<file path="config.mk">
export PLATFORM = sky130hd
export DESIGN_NAME = competition_view_multi_flat
export DESIGN_NICKNAME = d
export VERILOG_FILES = /design/src/rtl/competition_view_multi_if.sv /design/src/rtl/competition_view_multi.sv /design/src/flat_wrapper.sv
export SDC_FILE = /design/constraint.sdc
export NUM_CORES = 1
export LEC_CHECK = 0
export ABC_AREA = 1
export BUFFER_PORTS_ARGS = -buffer_cell sky130_fd_sc_hd__buf_2
export CORE_MARGIN = 2
export CORE_UTILIZATION = 36
export CTS_CLUSTER_DIAMETER = 50
export DETAILED_ROUTE_END_ITERATION = 8
export MAX_ROUTING_LAYER = met4
export PLACE_DENSITY = 0.59
export SYNTH_ARGS = -nofsm -noshare
export SYNTH_HDL_FRONTEND = slang
export SYNTH_SLANG_ARGS = --single-unit
</file>
<file path="constraint.sdc">
create_clock -name clk -period 9.55 [get_ports clk]
set_clock_uncertainty 0.1 [all_clocks]
set_input_delay 1.91 -clock clk [delete_from_list [all_inputs] [get_ports clk]]
set_output_delay 1.91 -clock clk [all_outputs]
set_load 0.02 [all_outputs]
</file>
<file path="src/rtl/competition_view_multi_if.sv">
// Bus between the top-level view mux and the competition view: round status
// flows in, seven-segment / LED / buzzer drive flows out.
interface competition_view_multi_if #(
    parameter int PLAYERS = 4,
    parameter int SCORE_W = 7,
    parameter int TIME_W  = 18
);
    logic                       enable;
    logic [3:0]                 play_count;
    logic [2:0]                 state;
    logic [TIME_W-1:0]          time_remain;
    logic [PLAYERS*SCORE_W-1:0] scores;
    logic [3:0]                 select_player;
    logic [3:0]                 winner;
    logic [7:0]                 seg_out;
    logic [7:0]                 seg_en;
    logic [PLAYERS-1:0]         led;
    logic                       buzzer;

    modport master (
        output enable, play_count, state, time_remain, scores, select_player, winner,
        input  seg_out, seg_en, led, buzzer
    );

    modport slave (
        input  enable, play_count, state, time_remain, scores, select_player, winner,
        output seg_out, seg_en, led, buzzer
    );
endinterface

</file>
<file path="src/rtl/competition_view_multi.sv">
// Competition view for a quiz round: scans an 8-digit seven-segment display,
// drives per-player LEDs and a length-controlled buzzer pulse.
module competition_view_multi #(
    parameter int PLAYERS  = 4,
    parameter int SCORE_W  = 7,
    parameter int TIME_W   = 18,
    parameter int SCAN_DIV = 100000,
    parameter int ROT_DIV  = 100000000,
    parameter int BEEP_LEN = 20000000
) (
    input  logic                     clk,
    input  logic                     rst,
    competition_view_multi_if.slave  bus
);
    localparam int SCAN_W = (SCAN_DIV > 1) ? $clog2(SCAN_DIV) : 1;
    localparam int ROT_W  = (ROT_DIV > 1) ? $clog2(ROT_DIV) : 1;
    localparam int BEEP_W = $clog2(2 * BEEP_LEN + 1);

    localparam logic [2:0] ST_SELECT = 3'd0;
    localparam logic [2:0] ST_ANSWER = 3'd1;
    localparam logic [2:0] ST_JUDGE  = 3'd2;
    localparam logic [2:0] ST_FINISH = 3'd3;

    localparam logic [7:0]        SEG_BLANK  = 8'hFF;
    localparam logic [7:0]        SEG_C      = 8'hC6;
    localparam logic [3:0]        PLAYERS_L  = 4'(PLAYERS);
    localparam logic [SCAN_W-1:0] SCAN_LAST  = SCAN_W'(SCAN_DIV - 1);
    localparam logic [ROT_W-1:0]  ROT_LAST   = ROT_W'(ROT_DIV - 1);
    localparam logic [ROT_W-1:0]  ROT_HALF   = ROT_W'(ROT_DIV / 2 - 1);
    localparam logic [BEEP_W-1:0] BEEP_SHORT = BEEP_W'(BEEP_LEN);
    localparam logic [BEEP_W-1:0] BEEP_LONG  = BEEP_W'(2 * BEEP_LEN);

    function automatic logic [7:0] hex_seg(input logic [3:0] v);
        case (v)
            4'h0:    return 8'hC0;
            4'h1:    return 8'hF9;
            4'h2:    return 8'hA4;
            4'h3:    return 8'hB0;
            4'h4:    return 8'h99;
            4'h5:    return 8'h92;
            4'h6:    return 8'h82;
            4'h7:    return 8'hF8;
            4'h8:    return 8'h80;
            4'h9:    return 8'h90;
            4'hA:    return 8'h88;
            4'hB:    return 8'h83;
            4'hC:    return 8'hC6;
            4'hD:    return 8'hA1;
            4'hE:    return 8'h86;
            4'hF:    return 8'h8E;
            default: return SEG_BLANK;
        endcase
    endfunction

    // Three score glyphs {hundreds, tens, units}, clamped to 999, leading zeros blanked.
    function automatic logic [23:0] score_glyphs(input logic [SCORE_W-1:0] s);
        logic [9:0] v;
        logic [3:0] h;
        logic [3:0] t;
        logic [3:0] u;
        logic [7:0] gh;
        logic [7:0] gt;
        v  = (32'(s) > 32'd999) ? 10'd999 : 10'(s);
        h  = 4'(v / 10'd100);
        t  = 4'((v / 10'd10) % 10'd10);
        u  = 4'(v % 10'd10);
        gh = (h != 4'd0) ? hex_seg(h) : SEG_BLANK;
        gt = ((h != 4'd0) || (t != 4'd0)) ? hex_seg(t) : SEG_BLANK;
        return {gh, gt, hex_seg(u)};
    endfunction

    function automatic logic [15:0] time_glyphs(input logic [TIME_W-1:0] ms);
        logic [31:0] secs;
        logic [6:0]  c;
        secs = 32'(ms) / 32'd1000;
        c    = (secs > 32'd99) ? 7'd99 : 7'(secs);
        return {hex_seg(4'(c / 7'd10)), hex_seg(4'(c % 7'd10))};
    endfunction

    function automatic logic is_player(input logic [3:0] p);
        return (p != 4'd0) && (p <= PLAYERS_L);
    endfunction

    logic [SCAN_W-1:0]  scan_cnt_q,   scan_cnt_d;
    logic [2:0]         scan_idx_q,   scan_idx_d;
    logic [ROT_W-1:0]   rot_cnt_q,    rot_cnt_d;
    logic [3:0]         rot_player_q, rot_player_d;
    logic               blink_q,      blink_d;
    logic [BEEP_W-1:0]  beep_cnt_q,   beep_cnt_d;
    logic [2:0]         last_state_q, last_state_d;
    logic [7:0]         seg_out_q,    seg_out_d;
    logic [7:0]         seg_en_q,     seg_en_d;
    logic [PLAYERS-1:0] led_q,        led_d;
    logic               buzzer_q,     buzzer_d;

    logic               entry_s;
    logic               short_trig_s;
    logic               sel_valid_s;
    logic [3:0]         rot_eff_s;
    logic [SCORE_W-1:0] sel_score_s;
    logic [SCORE_W-1:0] rot_score_s;
    logic [23:0]        sel_digits_s;
    logic [23:0]        rot_digits_s;
    logic [15:0]        time_digits_s;
    logic [PLAYERS-1:0] led_s;
    logic [7:0]         glyph_s [8];

    assign entry_s      = bus.enable && (bus.state == ST_FINISH) && (last_state_q != ST_FINISH);
    assign short_trig_s = bus.enable &&
                          (((last_state_q == ST_SELECT) && (bus.state == ST_ANSWER)) ||
                           ((last_state_q == ST_ANSWER) && (bus.state == ST_JUDGE)));
    assign sel_valid_s  = is_player(bus.select_player);
    // The entry cycle already shows player 1, matching the reload taking effect.
    assign rot_eff_s    = entry_s ? 4'd1 : rot_player_q;

    // Safe score lookup for the selected and the rotating player.
    always_comb begin
        sel_score_s = '0;
        rot_score_s = '0;
        for (int k = 1; k <= PLAYERS; k++) begin
            sel_score_s = (bus.select_player == 4'(k)) ? bus.scores[k*SCORE_W-1 -: SCORE_W] : sel_score_s;
            rot_score_s = (rot_eff_s == 4'(k)) ? bus.scores[k*SCORE_W-1 -: SCORE_W] : rot_score_s;
        end
    end

    assign sel_digits_s  = score_glyphs(sel_score_s);
    assign rot_digits_s  = score_glyphs(rot_score_s);
    assign time_digits_s = time_glyphs(bus.time_remain);

    // Player LED pattern for the current round state.
    always_comb begin
        led_s = '0;
        case (bus.state)
            ST_SELECT, ST_JUDGE: begin
                for (int k = 1; k <= PLAYERS; k++) begin
                    led_s[k-1] = (bus.select_player == 4'(k));
                end
            end
            ST_FINISH: begin
                for (int k = 1; k <= PLAYERS; k++) begin
                    led_s[k-1] = (bus.winner == 4'(k)) && blink_q;
                end
            end
            default: led_s = '0;
        endcase
    end

    // Glyph for every digit slot; the scan index picks one per cycle.
    always_comb begin
        for (int i = 0; i < 8; i++) begin
            glyph_s[i] = SEG_BLANK;
        end
        glyph_s[0] = SEG_C;
        glyph_s[1] = hex_seg(bus.play_count);
        glyph_s[2] = (bus.state <= ST_FINISH) ? hex_seg({1'b0, bus.state} + 4'd10) : SEG_BLANK;
        case (bus.state)
            ST_SELECT: begin
                if (bus.play_count == 4'd0) begin
                    glyph_s[4] = SEG_BLANK;
                end else if (bus.select_player == 4'd0) begin
                    glyph_s[4] = hex_seg(4'd0);
                end else if (sel_valid_s) begin
                    glyph_s[4] = hex_seg(bus.select_player);
                    glyph_s[5] = sel_digits_s[23:16];
                    glyph_s[6] = sel_digits_s[15:8];
                    glyph_s[7] = sel_digits_s[7:0];
                end else begin
                    glyph_s[4] = SEG_BLANK;
                end
            end
            ST_ANSWER: begin
                glyph_s[6] = time_digits_s[15:8];
                glyph_s[7] = time_digits_s[7:0];
            end
            ST_JUDGE: begin
                glyph_s[4] = sel_valid_s ? hex_seg(bus.select_player) : SEG_BLANK;
            end
            ST_FINISH: begin
                glyph_s[4] = hex_seg(rot_eff_s);
                glyph_s[5] = rot_digits_s[23:16];
                glyph_s[6] = rot_digits_s[15:8];
                glyph_s[7] = rot_digits_s[7:0];
            end
            default: glyph_s[4] = SEG_BLANK;
        endcase
    end

    // Next-state for scan, rotation, blink, buzzer and registered outputs.
    always_comb begin
        scan_cnt_d   = (scan_cnt_q == SCAN_LAST) ? '0 : scan_cnt_q + 1'b1;
        scan_idx_d   = (scan_cnt_q == SCAN_LAST) ? scan_idx_q + 3'd1 : scan_idx_q;
        rot_cnt_d    = rot_cnt_q;
        rot_player_d = rot_player_q;
        blink_d      = blink_q;
        last_state_d = bus.enable ? bus.state : last_state_q;

        if (entry_s) begin
            rot_cnt_d    = '0;
            rot_player_d = 4'd1;
        end else if (bus.enable && (bus.state == ST_FINISH)) begin
            if (rot_cnt_q == ROT_LAST) begin
                rot_cnt_d    = '0;
                rot_player_d = (rot_player_q >= PLAYERS_L) ? 4'd1 : rot_player_q + 4'd1;
            end else begin
                rot_cnt_d    = rot_cnt_q + 1'b1;
            end
            blink_d = ((rot_cnt_q == ROT_HALF) || (rot_cnt_q == ROT_LAST)) ? ~blink_q : blink_q;
        end else begin
            rot_cnt_d = rot_cnt_q;
        end

        if (!bus.enable) begin
            beep_cnt_d = '0;
        end else if (entry_s) begin
            beep_cnt_d = BEEP_LONG;
        end else if (short_trig_s) begin
            beep_cnt_d = BEEP_SHORT;
        end else if (beep_cnt_q != '0) begin
            beep_cnt_d = beep_cnt_q - 1'b1;
        end else begin
            beep_cnt_d = '0;
        end

        buzzer_d  = (beep_cnt_d != '0);
        seg_en_d  = bus.enable ? ~(8'd1 << scan_idx_q) : 8'hFF;
        seg_out_d = bus.enable ? glyph_s[scan_idx_q] : SEG_BLANK;
        led_d     = bus.enable ? led_s : '0;
    end

    // State and output registers with synchronous reset.
    always_ff @(posedge clk) begin
        if (rst) begin
            scan_cnt_q   <= '0;
            scan_idx_q   <= 3'd0;
            rot_cnt_q    <= '0;
            rot_player_q <= 4'd1;
            blink_q      <= 1'b0;
            beep_cnt_q   <= '0;
            last_state_q <= 3'd0;
            seg_out_q    <= 8'hFF;
            seg_en_q     <= 8'hFF;
            led_q        <= '0;
            buzzer_q     <= 1'b0;
        end else begin
            scan_cnt_q   <= scan_cnt_d;
            scan_idx_q   <= scan_idx_d;
            rot_cnt_q    <= rot_cnt_d;
            rot_player_q <= rot_player_d;
            blink_q      <= blink_d;
            beep_cnt_q   <= beep_cnt_d;
            last_state_q <= last_state_d;
            seg_out_q    <= seg_out_d;
            seg_en_q     <= seg_en_d;
            led_q        <= led_d;
            buzzer_q     <= buzzer_d;
        end
    end

    assign bus.seg_out = seg_out_q;
    assign bus.seg_en  = seg_en_q;
    assign bus.led     = led_q;
    assign bus.buzzer  = buzzer_q;

endmodule

</file>
<file path="src/flat_wrapper.sv">
// flat-port wrapper written by rule: the top's interface ports become plain ports
module competition_view_multi_flat 
#(
    parameter int PLAYERS  = 4,
    parameter int SCORE_W  = 7,
    parameter int TIME_W   = 18,
    parameter int SCAN_DIV = 100000,
    parameter int ROT_DIV  = 100000000,
    parameter int BEEP_LEN = 20000000
)
  (clk, rst, bus_enable, bus_play_count, bus_state, bus_time_remain, bus_scores, bus_select_player, bus_winner, bus_seg_out, bus_seg_en, bus_led, bus_buzzer);
  competition_view_multi_if #(.PLAYERS(PLAYERS), .SCORE_W(SCORE_W), .TIME_W(TIME_W)) bus_i ();
  input  logic clk;
  input  logic rst;
  input wire logic [$bits(bus_i.enable)-1:0] bus_enable;
  input wire logic [$bits(bus_i.play_count)-1:0] bus_play_count;
  input wire logic [$bits(bus_i.state)-1:0] bus_state;
  input wire logic [$bits(bus_i.time_remain)-1:0] bus_time_remain;
  input wire logic [$bits(bus_i.scores)-1:0] bus_scores;
  input wire logic [$bits(bus_i.select_player)-1:0] bus_select_player;
  input wire logic [$bits(bus_i.winner)-1:0] bus_winner;
  output wire logic [$bits(bus_i.seg_out)-1:0] bus_seg_out;
  output wire logic [$bits(bus_i.seg_en)-1:0] bus_seg_en;
  output wire logic [$bits(bus_i.led)-1:0] bus_led;
  output wire logic [$bits(bus_i.buzzer)-1:0] bus_buzzer;
  assign bus_i.enable = bus_enable;
  assign bus_i.play_count = bus_play_count;
  assign bus_i.state = bus_state;
  assign bus_i.time_remain = bus_time_remain;
  assign bus_i.scores = bus_scores;
  assign bus_i.select_player = bus_select_player;
  assign bus_i.winner = bus_winner;
  assign bus_seg_out = bus_i.seg_out;
  assign bus_seg_en = bus_i.seg_en;
  assign bus_led = bus_i.led;
  assign bus_buzzer = bus_i.buzzer;
  competition_view_multi #(.PLAYERS(PLAYERS), .SCORE_W(SCORE_W), .TIME_W(TIME_W), .SCAN_DIV(SCAN_DIV), .ROT_DIV(ROT_DIV), .BEEP_LEN(BEEP_LEN)) u_core (.clk(clk), .rst(rst), .bus(bus_i));
endmodule
</file>
Word level (Yosys, flattened, before mapping):

Memories as Yosys holds them, arrays and structs flattened.
Index checks and enable logic that the tools add are counted.
W data, S select, Z words.

* output and inout bits: 21
* memory bits (read-only): 1456
* memories: 13
* input port bits: 64
* word-level logic and storage cells: 138
* register bits: 102

Memory list
* (no name shown): depth 16, bits a word 7, read ports 1, clocked after memory_dff 0, write ports 0, RTL line competition_view_multi.sv:34 `case (v)`
* (no name shown): depth 16, bits a word 7, read ports 1, clocked after memory_dff 0, write ports 0, RTL line competition_view_multi.sv:34
* (no name shown): depth 16, bits a word 7, read ports 1, clocked after memory_dff 0, write ports 0, RTL line competition_view_multi.sv:34
* (no name shown): depth 16, bits a word 7, read ports 1, clocked after memory_dff 0, write ports 0, RTL line competition_view_multi.sv:34
* (no name shown): depth 16, bits a word 7, read ports 1, clocked after memory_dff 0, write ports 0, RTL line competition_view_multi.sv:34
* (no name shown): depth 16, bits a word 7, read ports 1, clocked after memory_dff 0, write ports 0, RTL line competition_view_multi.sv:34
* +7 memories

* reductions and logical operators: 31
* bitwise operators: 5
* order comparisons: 5
* shift operators: 1
* multiplexer cells: 35
* divide/modulo/power cells: 11
* $add $sub $neg: 6
* equal/unequal tests: 20

Operators by type and width (number)
* $mux W26: 4
* $mux W8: 11
* $mux W24: 3
* $mux W7: 9
* $reduce_bool A26 Y1: 2
* $pmux W16 S3: 1
* $div A18 B10 Y32 const B: 1
* $gt A32 B7 Y1 const B: 1
* $add A27 B1 Y27 const B: 1
* $eq A27 B26 Y1 const B: 1
* $eq A27 B27 Y1 const B: 1
* $mux W27: 1
* $sub A26 B1 Y26 const B: 1
* $bmux W8 S3: 1
* $eq A4 B2 Y1 const B: 6
* $pmux W8 S3: 1
* $div A7 B4 Y10 const B: 2
* $div A7 B7 Y10 const B: 2
* $mod A10 B4 Y10 const B: 2
* $mod A7 B4 Y10 const B: 2
* $reduce_bool A4 Y1: 5
* $add A17 B1 Y17 const B: 1
* $eq A17 B17 Y1 const B: 1
* $pmux W8 S2: 1
* other kinds (27): 53

Longest topological paths before layout:

Gate-level depths: netlist of the first run.

* word-level depth: 18
* gate-level depth with buffers: 73
* gate-level depth less buffers: 73

Worst setup path after synthesis of the first run:

OpenSTA, ideal clock, no wires.

* path kind: input-to-reg
* start point: in bus_time_remain[12]
* end point: reg u_core.seg_out_q[6], in the netlist u_core.bus.seg_out[6]
* required time: 9.336 ns
* library setup time: 0.114 ns
* buffers on the path: 1
* data arrival time: 8.422 ns
* setup slack: 0.914 ns
* cell stages on the path: 65
* path through: nor2_1 nor2_2 nand2_4 nand2_1 nor2_1 nand2_1 a21oi_2 inv_2 nand3_2 nor2_4 nand2_4 nand2_4 nand2_2 nand2_2 nor2_2 nand3_2 nor2_2 nand3_1 (+29 left out) nand2_4 nand2_1 nand2_1 inv_1 ha_1 nand2_1 nand2_4 nand2_8 ha_1 or2_2 a21oi_1 a21oi_1 a221oi_1 nor2_1 nor2_1 nand2_1 nand2_1 nand2_1

* word-level cells in the longest chain between the ends: 9
* elaborated cells on any way between the ends: 11
* those cells by class: div: 3; order compare: 1; mux: 5; memory: 2

RTL lines
* start, declared: RTL line flat_wrapper.sv:18 `input wire logic [$bits(bus_i.time_remain)-1:0] bus_time_remain;`
* $div A18 B10 Y32 (*): RTL line competition_view_multi.sv:75 `secs = 32'(ms) / 32'd1000;`
* $gt A32 B7 Y1: RTL line competition_view_multi.sv:76 `c = (secs > 32'd99) ? 7'd99 : 7'(secs);`
* $mux W7 (*): RTL line competition_view_multi.sv:76
* $mod A7 B4 Y7 / $div A7 B4 Y7 (equally long branches): RTL line competition_view_multi.sv:77 `return {hex_seg(4'(c / 7'd10)), hex_seg(4'(c % 7'd10))};`
* $mem_v2 Z16 W7
* $pmux W16 S3 (*): RTL line competition_view_multi.sv:156 `case (bus.state)`
* $bmux W8 S3 (*): RTL line competition_view_multi.sv:226 `seg_out_d = bus.enable ? glyph_s[scan_idx_q] : SEG_BLANK;`
* $mux W8 (implied by the code) (*) (2 in a row): RTL line competition_view_multi.sv:226
* end signal, assigned: RTL line competition_view_multi.sv:252 `seg_out_q <= seg_out_d;`
* end, declared: RTL line competition_view_multi.sv:91 `logic [7:0] seg_out_q, seg_out_d;`

Every way passes the cells marked *; elsewhere a longest branch is shown, timed or not. The select of a mux whose other input is x is not followed.
A chain may end at the register's enable or synchronous reset.

Final worst setup path of the first run:

* start point: in bus_time_remain[17]
* end point: reg u_core.seg_out_q[6], in the netlist u_core.bus.seg_out[6]

Same word-level chain as after synthesis.

==> out/qor.log, run 1 <==
[status] status finished, final reports clean
[finish] number of nets in the finished design 2124
[timing] Final period util 93.7%
[worst_setup_path] Crit. End Element flop
[grt] gr usage total 18.2%
[yosys] number of flops mapped to enable cells by yosys 0
[clock_tree] clock-pin slew reported for the worst setup and hold paths after clock tree synthesis 70 ps
[die] Core Box Area 0.0307 mm²
[yosys] Mean Syn Cell Area 6.03 µm²
[worst_setup_path] kind of launch point of the worst setup path primary input
[die] die outline area 0.0327 mm²
[pwr] power density normalized to cell area 202 mW/mm²
[detailed_routing] met3 WL 1360 µm
[clock_tree] clk buf depth 2
[finish] most frequent standard cell in the layout excluding fill and tap cells sky130_fd_sc_hd__nand2_1
[placement] post-DP HPWL 24100 µm
[timing] number of failing hold endpoints at the final stage 0
[yosys] cell area after synthesis 0.0112 mm²
[yosys] synthesized netlist net count 2018
[clock_tree] clock tree from TritonCTS yes
[pwr] Sw Ratio 50.7%
[timing] Slew @ Worst Pin 1060 ps
[timing] post-layout min period 8950 ps
[yosys] number of warnings issued by yosys 0
[detailed_routing] total number of vias 11930
[clock_tree] later-pin clock latency in the skew report 340 ps
[detailed_routing] via density per instance 5.02
[detailed_routing] first drt pass iteration count 5
[clock_tree] Num CTS Buffers 9
[clock_tree] cts-stage hold buffer count 0
[finish] final core utilization 41.6%
[clock_tree] clock root cell sky130_fd_sc_hd__clkbuf_16
[yosys] number of instances in the synthesized netlist 1866
[grt] initial antenna violation count 4
[timing] relative slew slack 29.0%
[detailed_routing] Routed WL per cell 12.7 µm
[grt] wire length of the first global-routing pass 49700 µm
[timing] post-layout worst setup margin 601 ps
[grt] via count of the first global-routing pass 10716
[pwr] Logic pwr share 67.0%
[finish] post-route cell area 0.0127 mm²
[die] Initial Util 36.7%
[worst_setup_path] Arr. time, crit path 9090 ps
[worst_setup_path] library cell contributing the largest single delay on the critical path sky130_fd_sc_hd__or2_2
[grt] Overflow after GRT 0
[worst_setup_path] maximum cell stage delay along the critical path 330 ps
[timing] Slew Limit Fails 0
[yosys] Yosys cell types 66
[detailed_routing] total routed wirelength 30200 µm
[detailed_routing] wire length on met1 14900 µm
[pwr] sw power 0.00130 W
[finish] area added between synthesis and finish 13.3%
[pwr] cell leakage power 6.11 nW
[flow_run] max-cap violation count 0
[finish] commonest cells after routing, fill and taps aside sky130_fd_sc_hd__nand2_1 (395), sky130_fd_sc_hd__inv_1 (281), sky130_fd_sc_hd__nor2_1 (217), sky130_fd_sc_hd__a21oi_1 (122), sky130_fd_sc_hd__nand3_1 (119)
[detailed_routing] remaining routing DRC violations 0
[die] number of cell rows 64
[detailed_routing] total length of routed met2 wires 13500 µm
[die] vertical extent of the die 181 µm
[timing] final setup violation count 0
[placement] global placer's final weighted congestion 0.932
[clock_tree] number of clock sinks 101
[pwr] Peak VDD IR 102 µV
[pwr] internal power summed over all cells 0.00127 W
[yosys] Seq cells post-synth 101
[clock_tree] CTS HTree Levels 3
[timing] Fmax achieved 112 MHz
[yosys] part of the Yosys area used for sequential elements 18.0%
[placement] pre-CTS setup slack 45.9 ps
[worst_setup_path] worst setup path class primary input to flop
[grt] maximum number of pins on one net before global-route repair 33
[detailed_routing] count of antenna-violating nets left after detailed routing 0
[min_path] Worst Hold Class flop to flop
[pwr] sequential cell fraction of total power 20.2%
[finish] share of layout cells above drive strength 1 14.6%
[detailed_routing] highest routing layer actually used met4
[worst_setup_path] CP required 9690 ps
[die] Die W 181 µm
[detailed_routing] detailed router's first-iteration violation count 662
[worst_setup_path] Worst Path Max Fanout 11
[die] number of top-level pins 85
[placement] number of port buffers 80
[placement] area post-placement 0.0122 mm²
[worst_setup_path] flop2flop setup slack 2690 ps
[pwr] clock network power share 12.8%
[yosys] dominant register cell in the synthesized netlist sky130_fd_sc_hd__dfxtp_1
[yosys] proportion of register bits with asynchronous set or reset after synthesis 0%
## worst max-delay path, delay by kind of cell
family | cells | cell delay (ps)
and+or+nand+nor | 45 | 4410
AOI/OAI and AO/OA | 7 | 1250
buffers and inverters | 8 | 710
adders and majority gates | 4 | 750
## metrics by stage
step	cells	power, W	hold slack (ps)	TNS (ps)
after detailed placement	2338	0.00220	339	0
after global routing	2375	0.00287	360	-33.6
after floorplan	1866	0.00185	318	0
final	2375	0.00257	349	0
after global placement	2338	0.00219	333	0
after CTS	2352	0.00254	350	0
## final timing paths
kind                           endpoint  cells after the start                    from
hold / removal     u_core.beep_cnt_q[0]                      1    u_core.beep_cnt_q[0]
hold reg to reg    u_core.beep_cnt_q[0]                      1    u_core.beep_cnt_q[0]
setup / recovery  u_core.bus.seg_out[6]                     64     bus_time_remain[17]
setup reg to reg  u_core.bus.seg_out[0]                     40  u_core.last_state_q[0]
## sequential cells by signal, indices dropped and copies added, names as in the netlist
register,cells
u_core.rot_cnt_q,27
u_core.beep_cnt_q,26
u_core.rot_player_q,4
u_core.scan_idx_q,3
u_core.bus.led,4
u_core.scan_cnt_q,17
u_core.bus.buzzer,1
u_core.bus.seg_out,7
u_core.blink_q,1
u_core.last_state_q,3
u_core.bus.seg_en,8
## cell usage after synthesis, types with 3 or more instances
cell type                   number  area share, %
sky130_fd_sc_hd__a22oi_1         4           0.27
sky130_fd_sc_hd__nor3_1         62            2.8
sky130_fd_sc_hd__xor2_1         32            2.5
sky130_fd_sc_hd__inv_2          28           0.93
sky130_fd_sc_hd__o21bai_4        3           0.50
sky130_fd_sc_hd__a21oi_4         3           0.43
sky130_fd_sc_hd__nor3b_1         9           0.60
sky130_fd_sc_hd__o21ai_2         3           0.23
sky130_fd_sc_hd__clkinv_1        4           0.13
sky130_fd_sc_hd__xnor2_1         7           0.55
sky130_fd_sc_hd__ha_1           88            9.8
sky130_fd_sc_hd__o21a_1         11           0.73
sky130_fd_sc_hd__nand3b_1        5           0.33
sky130_fd_sc_hd__nand2_4        13            1.3
sky130_fd_sc_hd__o21ai_0        97            4.3
sky130_fd_sc_hd__nor2_2         10           0.56
sky130_fd_sc_hd__o211ai_1        9           0.60
sky130_fd_sc_hd__nand3_2        13            1.2
sky130_fd_sc_hd__nand4_1        26            1.4
sky130_fd_sc_hd__nor4_1         13           0.72
sky130_fd_sc_hd__o21ai_1        23            1.0
sky130_fd_sc_hd__a211oi_1        5           0.33
sky130_fd_sc_hd__o31ai_1         6           0.40
sky130_fd_sc_hd__a2111oi_0       3           0.23
sky130_fd_sc_hd__a31oi_1        20            1.1
sky130_fd_sc_hd__or2_2           8           0.44
sky130_fd_sc_hd__o311ai_0        3           0.23
sky130_fd_sc_hd__o21bai_1        7           0.47
sky130_fd_sc_hd__clkbuf_1       18           0.60
sky130_fd_sc_hd__inv_1         281            9.4
sky130_fd_sc_hd__nor2_1        219            7.3
sky130_fd_sc_hd__a311oi_1        5           0.39
sky130_fd_sc_hd__a21oi_1       125            5.6
sky130_fd_sc_hd__nand3_4         4           0.62
sky130_fd_sc_hd__nand2_2        34            1.9
sky130_fd_sc_hd__nand3_1       123            5.5
sky130_fd_sc_hd__nand2_1       405             14
sky130_fd_sc_hd__dfxtp_1       101             18
sky130_fd_sc_hd__o2111ai_1       3           0.23
## power by group through the flow
| stage | combinational, W | sequential (W) | clock [W] |
|---|---|---|---|
| CTS | 0.00168 | 0.000517 | 0.000343 |
| finish | 0.00172 | 0.000518 | 0.000330 |
| detailed placement | 0.00167 | 0.000527 | 0 |
| floorplan | 0.00133 | 0.000519 | 0 |
| global route | 0.00198 | 0.000525 | 0.000362 |
| global placement | 0.00166 | 0.000526 | 0 |
## area by class of cell
class                           count  area [µm²]
Multi-Input combinational cell   1429        8090
Clock inverter                      4        26.3
Sequential cell                   101        2020
Inverter                          315        1190
Timing Repair Buffer              116         677
Clock buffer                       10         229
Tap cell                          396         495
Antenna cell                        4        10.0
Fill cell                        3307       17900
## per-layer routing
layer / track usage, % / vias to the layer above
met1: 24.2 / 5391
li1: - / 6312
met2: 28.8 / 206
met4: 4.06 / 0
met3: 3.16 / 21
met5: - / -
## cell families (layout without fill, tap and decap cells)
family / count (synthesis) / after routing / share of synthesized area, %
simple gates: 956 / 956 / 39.3
compound gates: 344 / 344 / 18.4
buf+inv: 336 / 445 / 11.4
flops: 101 / 101 / 18.0
fa+ha+maj: 88 / 88 / 9.79
xor+xnor: 39 / 39 / 3.04
other cells: 1 / 5 / 0.0333
mux: 1 / 1 / 0.0890
## what timing repair did
| item | in CTS | in global routing |
|---|---|---|
| resized for setup | 0 | 38 |
| setup endpoints to repair | 0 | 7 |
| setup buffers | 0 | 19 |
| hold endpoints to repair | 0 | 0 |
Power figures use the tool's default switching activity.
==> run 2, diff against run 1 <==
ABC_AREA = default   (was 1)
==> run 2 against run 1 <==
  * Setup slack worse by 130 ps
  * Critical path depth shrank 36
  * Sequential cell count unchanged
  * Synthesized area increased by 3.2%
  * Sequential share of layout area fell by 0.23 points
  * Utilization down 0.69 points
  * Final area increased by 1.5%
  * Die area rose by 3.1%
==> out/qor.log, run 2 <==
[status] status finished, final reports clean
[clock_tree] CTS HTree Levels 3
[worst_setup_path] destination of the worst register-to-register timing path u_core.bus.seg_out[3]
[yosys] cell area after synthesis 0.0116 mm²
[yosys] ranking of synthesized cells by area sky130_fd_sc_hd__dfxtp_1 (17%), sky130_fd_sc_hd__ha_1 (9.5%), sky130_fd_sc_hd__nor2_1 (7.4%), sky130_fd_sc_hd__a21oi_1 (4.5%), sky130_fd_sc_hd__nand2_1 (4.5%)
[worst_setup_path] worst setup path class primary input to flop
[worst_setup_path] library cell contributing the largest single delay on the critical path sky130_fd_sc_hd__or4b_4
[flow_run] max-cap violation count 0
[detailed_routing] count of antenna-violating nets left after detailed routing 0
[grt] initial antenna violation count 2
[yosys] proportion of netlist area held by the largest area contributor 17.4%
[detailed_routing] remaining routing DRC violations 0
[timing] Slew @ Worst Pin 902 ps
[worst_setup_path] Worst Path Max Fanout 12
[finish] flip-flop count of the largest register, all copies and words added 27
[yosys] most frequent cell after synthesis sky130_fd_sc_hd__nor2_1
[yosys] cell type with the largest total area after synthesis sky130_fd_sc_hd__dfxtp_1
[clock_tree] clk buf depth 2
[die] Initial Util 36.7%
[placement] post-DP HPWL 24900 µm
[finish] number of nets in the finished design 1812
[grt] via count of the first global-routing pass 10908
[die] die outline area 0.0337 mm²
[yosys] number of flops mapped to enable cells by yosys 0
[grt] global-route met2 utilization 31.4%
[detailed_routing] via density per instance 5.68
[yosys] dominant register cell in the synthesized netlist sky130_fd_sc_hd__dfxtp_1
[clock_tree] later-pin clock latency in the skew report 360 ps
[detailed_routing] Routed WL per cell 15.4 µm
[die] number of top-level pins 85
[clock_tree] clock root cell sky130_fd_sc_hd__clkbuf_16
[pwr] sw power 0.00114 W
[min_path] hold-critical path endpoint u_core.scan_cnt_q[0]
[detailed_routing] total routed wirelength 31900 µm
[timing] final setup violation count 0
[grt] most utilized layer in the global route result met2
[yosys] synthesized netlist net count 1743
[pwr] Peak VDD IR 212 µV
[clock_tree] cts-stage hold buffer count 0
[finish] commonest cells after routing, fill and taps aside sky130_fd_sc_hd__nor2_1 (228), sky130_fd_sc_hd__nand2_1 (138), sky130_fd_sc_hd__a21oi_1 (105), sky130_fd_sc_hd__dfxtp_1 (101), sky130_fd_sc_hd__ha_1 (88)
[grt] met1 Usage GRT 24.7%
[clock_tree] clock-pin slew reported for the worst setup and hold paths after clock tree synthesis 80 ps
[clock_tree] number of clock sinks 101
[die] vertical extent of the die 184 µm
[finish] number of non-filler instances in the completed layout 2069
[clock_tree] Num CTS Buffers 9
[timing] Slew Limit Fails 0
[min_path] number of instances on the worst hold path 1
[worst_setup_path] Crit. End Element flop
[die] number of cell rows 65
[finish] share of layout cells above drive strength 1 13.5%
[pwr] sequential cell fraction of total power 22.0%
[worst_setup_path] Arr. time, crit path 9220 ps
[yosys] Seq cells post-synth 101
[finish] leading registers by flop count u_core.rot_cnt_q x27, u_core.beep_cnt_q x26, u_core.scan_cnt_q x17
[grt] maximum number of pins on one net before global-route repair 28
[placement] instance count after placement with tap cells included 2051
[placement] number of port buffers 80
[finish] Most flops, register u_core.rot_cnt_q
[worst_setup_path] critical register-to-register path startpoint u_core.last_state_q[0]
[pwr] clock network power share 16.1%
[grt] gr usage total 18.9%
[clock_tree] Post-CTS Setup Repair Bufs 0
[clock_tree] clock tree from TritonCTS yes
[pwr] power density normalized to cell area 189 mW/mm²
[placement] global placer's final weighted congestion 0.875
[timing] final hold slack 369 ps
[detailed_routing] first drt pass iteration count 5
[worst_setup_path] CP required 9690 ps
[timing] number of failing hold endpoints at the final stage 0
[worst_setup_path] kind of launch point of the worst setup path primary input
[die] Die W 184 µm
[yosys] Mean Syn Cell Area 7.30 µm²
[timing] post-layout min period 9080 ps
[pwr] cell leakage power 5.11 nW
[timing] relative slew slack 39.8%
[detailed_routing] detailed router's first-iteration violation count 733
[finish] area added between synthesis and finish 11.4%
[yosys] proportion of register bits with asynchronous set or reset after synthesis 0%
[timing] Fmax achieved 110 MHz
[worst_setup_path] maximum cell stage delay along the critical path 540 ps
[pwr] internal power summed over all cells 0.00131 W
[timing] Final period util 95.1%
[grt] met3 track demand over resource 2.46%
[die] Core Box Area 0.0316 mm²
[yosys] number of instances in the synthesized netlist 1591
[min_path] Hold Startpoint u_core.scan_cnt_q[0]
[grt] Overflow after GRT 0
[finish] fill cell count 3289
[grt] wire length of the first global-routing pass 52500 µm
[clock_tree] Gates resized, CTS repair 0
[yosys] part of the Yosys area used for sequential elements 17.4%
[detailed_routing] total number of vias 11756
[yosys] Yosys cell types 110
[pwr] Logic pwr share 61.9%
[worst_setup_path] FF-to-FF path depth 31
[timing] unrepaired setup endpoints after global routing true
[worst_setup_path] flop2flop setup slack 2430 ps
[pwr] Sw Ratio 46.6%
[finish] most frequent standard cell in the layout excluding fill and tap cells sky130_fd_sc_hd__nor2_1
[yosys] cell types with the highest counts after synthesis sky130_fd_sc_hd__nor2_1 (230), sky130_fd_sc_hd__nand2_1 (138), sky130_fd_sc_hd__a21oi_1 (105)
[yosys] number of warnings issued by yosys 0
[min_path] Worst Hold Class flop to flop
run 2: worst max path at each step:
stage / start / to / slack, ps
5_1_grt: bus_time_remain[16] / u_core.bus.seg_out[0] / -5
4_1_cts: bus_time_remain[16] / u_core.bus.seg_out[0] / 460
3_3_place_gp: bus_time_remain[16] / u_core.bus.seg_out[0] / 230
6_report: bus_time_remain[16] / u_core.bus.seg_out[0] / 470
2_1_floorplan: bus_time_remain[9] / u_core.bus.seg_out[0] / 590
3_5_place_dp: bus_time_remain[16] / u_core.bus.seg_out[0] / 90
run 2: kinds of logic (layout without fill, tap and decap cells):
group / Yosys count / count (layout) / synth area share (%)
buffers and inverters: 144 / 218 / 4.98
AO/OA/AOI/OAI: 473 / 473 / 29.2
AND/OR/NAND/NOR: 647 / 647 / 27.3
multiplexers: 48 / 48 / 4.85
other: 1 / 3 / 0.0323
flip-flops: 101 / 101 / 17.4
XOR/XNOR: 87 / 87 / 6.63
adder cells (fa/ha/maj): 90 / 90 / 9.66
run 2: through the flow:
stage	setup slack, ps	utilization (%)	power [W]	instance area (µm²)	setup TNS [ps]
2_1_floorplan	592	-	0.00169	11600	0
3_3_place_gp	232	39.8	0.00202	12600	0
3_5_place_dp	85.4	39.8	0.00204	12600	0
4_1_cts	462	40.8	0.00245	12900	0
5_1_grt	-5.22	40.9	0.00266	12900	-5.22
6_report	466	40.9	0.00245	12900	0
run 2: power by group through the flow:
stage / clock [W] / sequential, W / combinational (W)
6_report: 0.000393 / 0.000540 / 0.00152
5_1_grt: 0.000417 / 0.000550 / 0.00169
4_1_cts: 0.000406 / 0.000539 / 0.00150
3_5_place_dp: 0 / 0.000547 / 0.00149
3_3_place_gp: 0 / 0.000547 / 0.00148
2_1_floorplan: 0 / 0.000539 / 0.00115
run 2: critical path, delay by kind of cell:
family	cells	cell delay, ps
fa+ha+maj	1	210
simple gates	9	2270
compound gates	14	4090
mux	1	350
buf+inv	3	380
run 2: area by class of cell:
type | instances | area (µm²) | share of cell area, %
Multi-Input combinational cell | 1346 | 9030 | 69.8
Sequential cell | 101 | 2020 | 15.6
Timing Repair Buffer | 132 | 791 | 6.12
Tap cell | 402 | 503 | 3.89
Inverter | 70 | 263 | 2.03
Clock buffer | 9 | 225 | 1.74
Clock inverter | 7 | 91.3 | 0.706
Antenna cell | 2 | 5.00 | 0.0387
run 2: metal layers:
layer  vias to the layer above  part of all wire, %
li1                       5979                    -
met1                      5547                   48
met2                       195                   47
met3                        35                  3.5
met4                         0                  1.2
met5                         -                    0
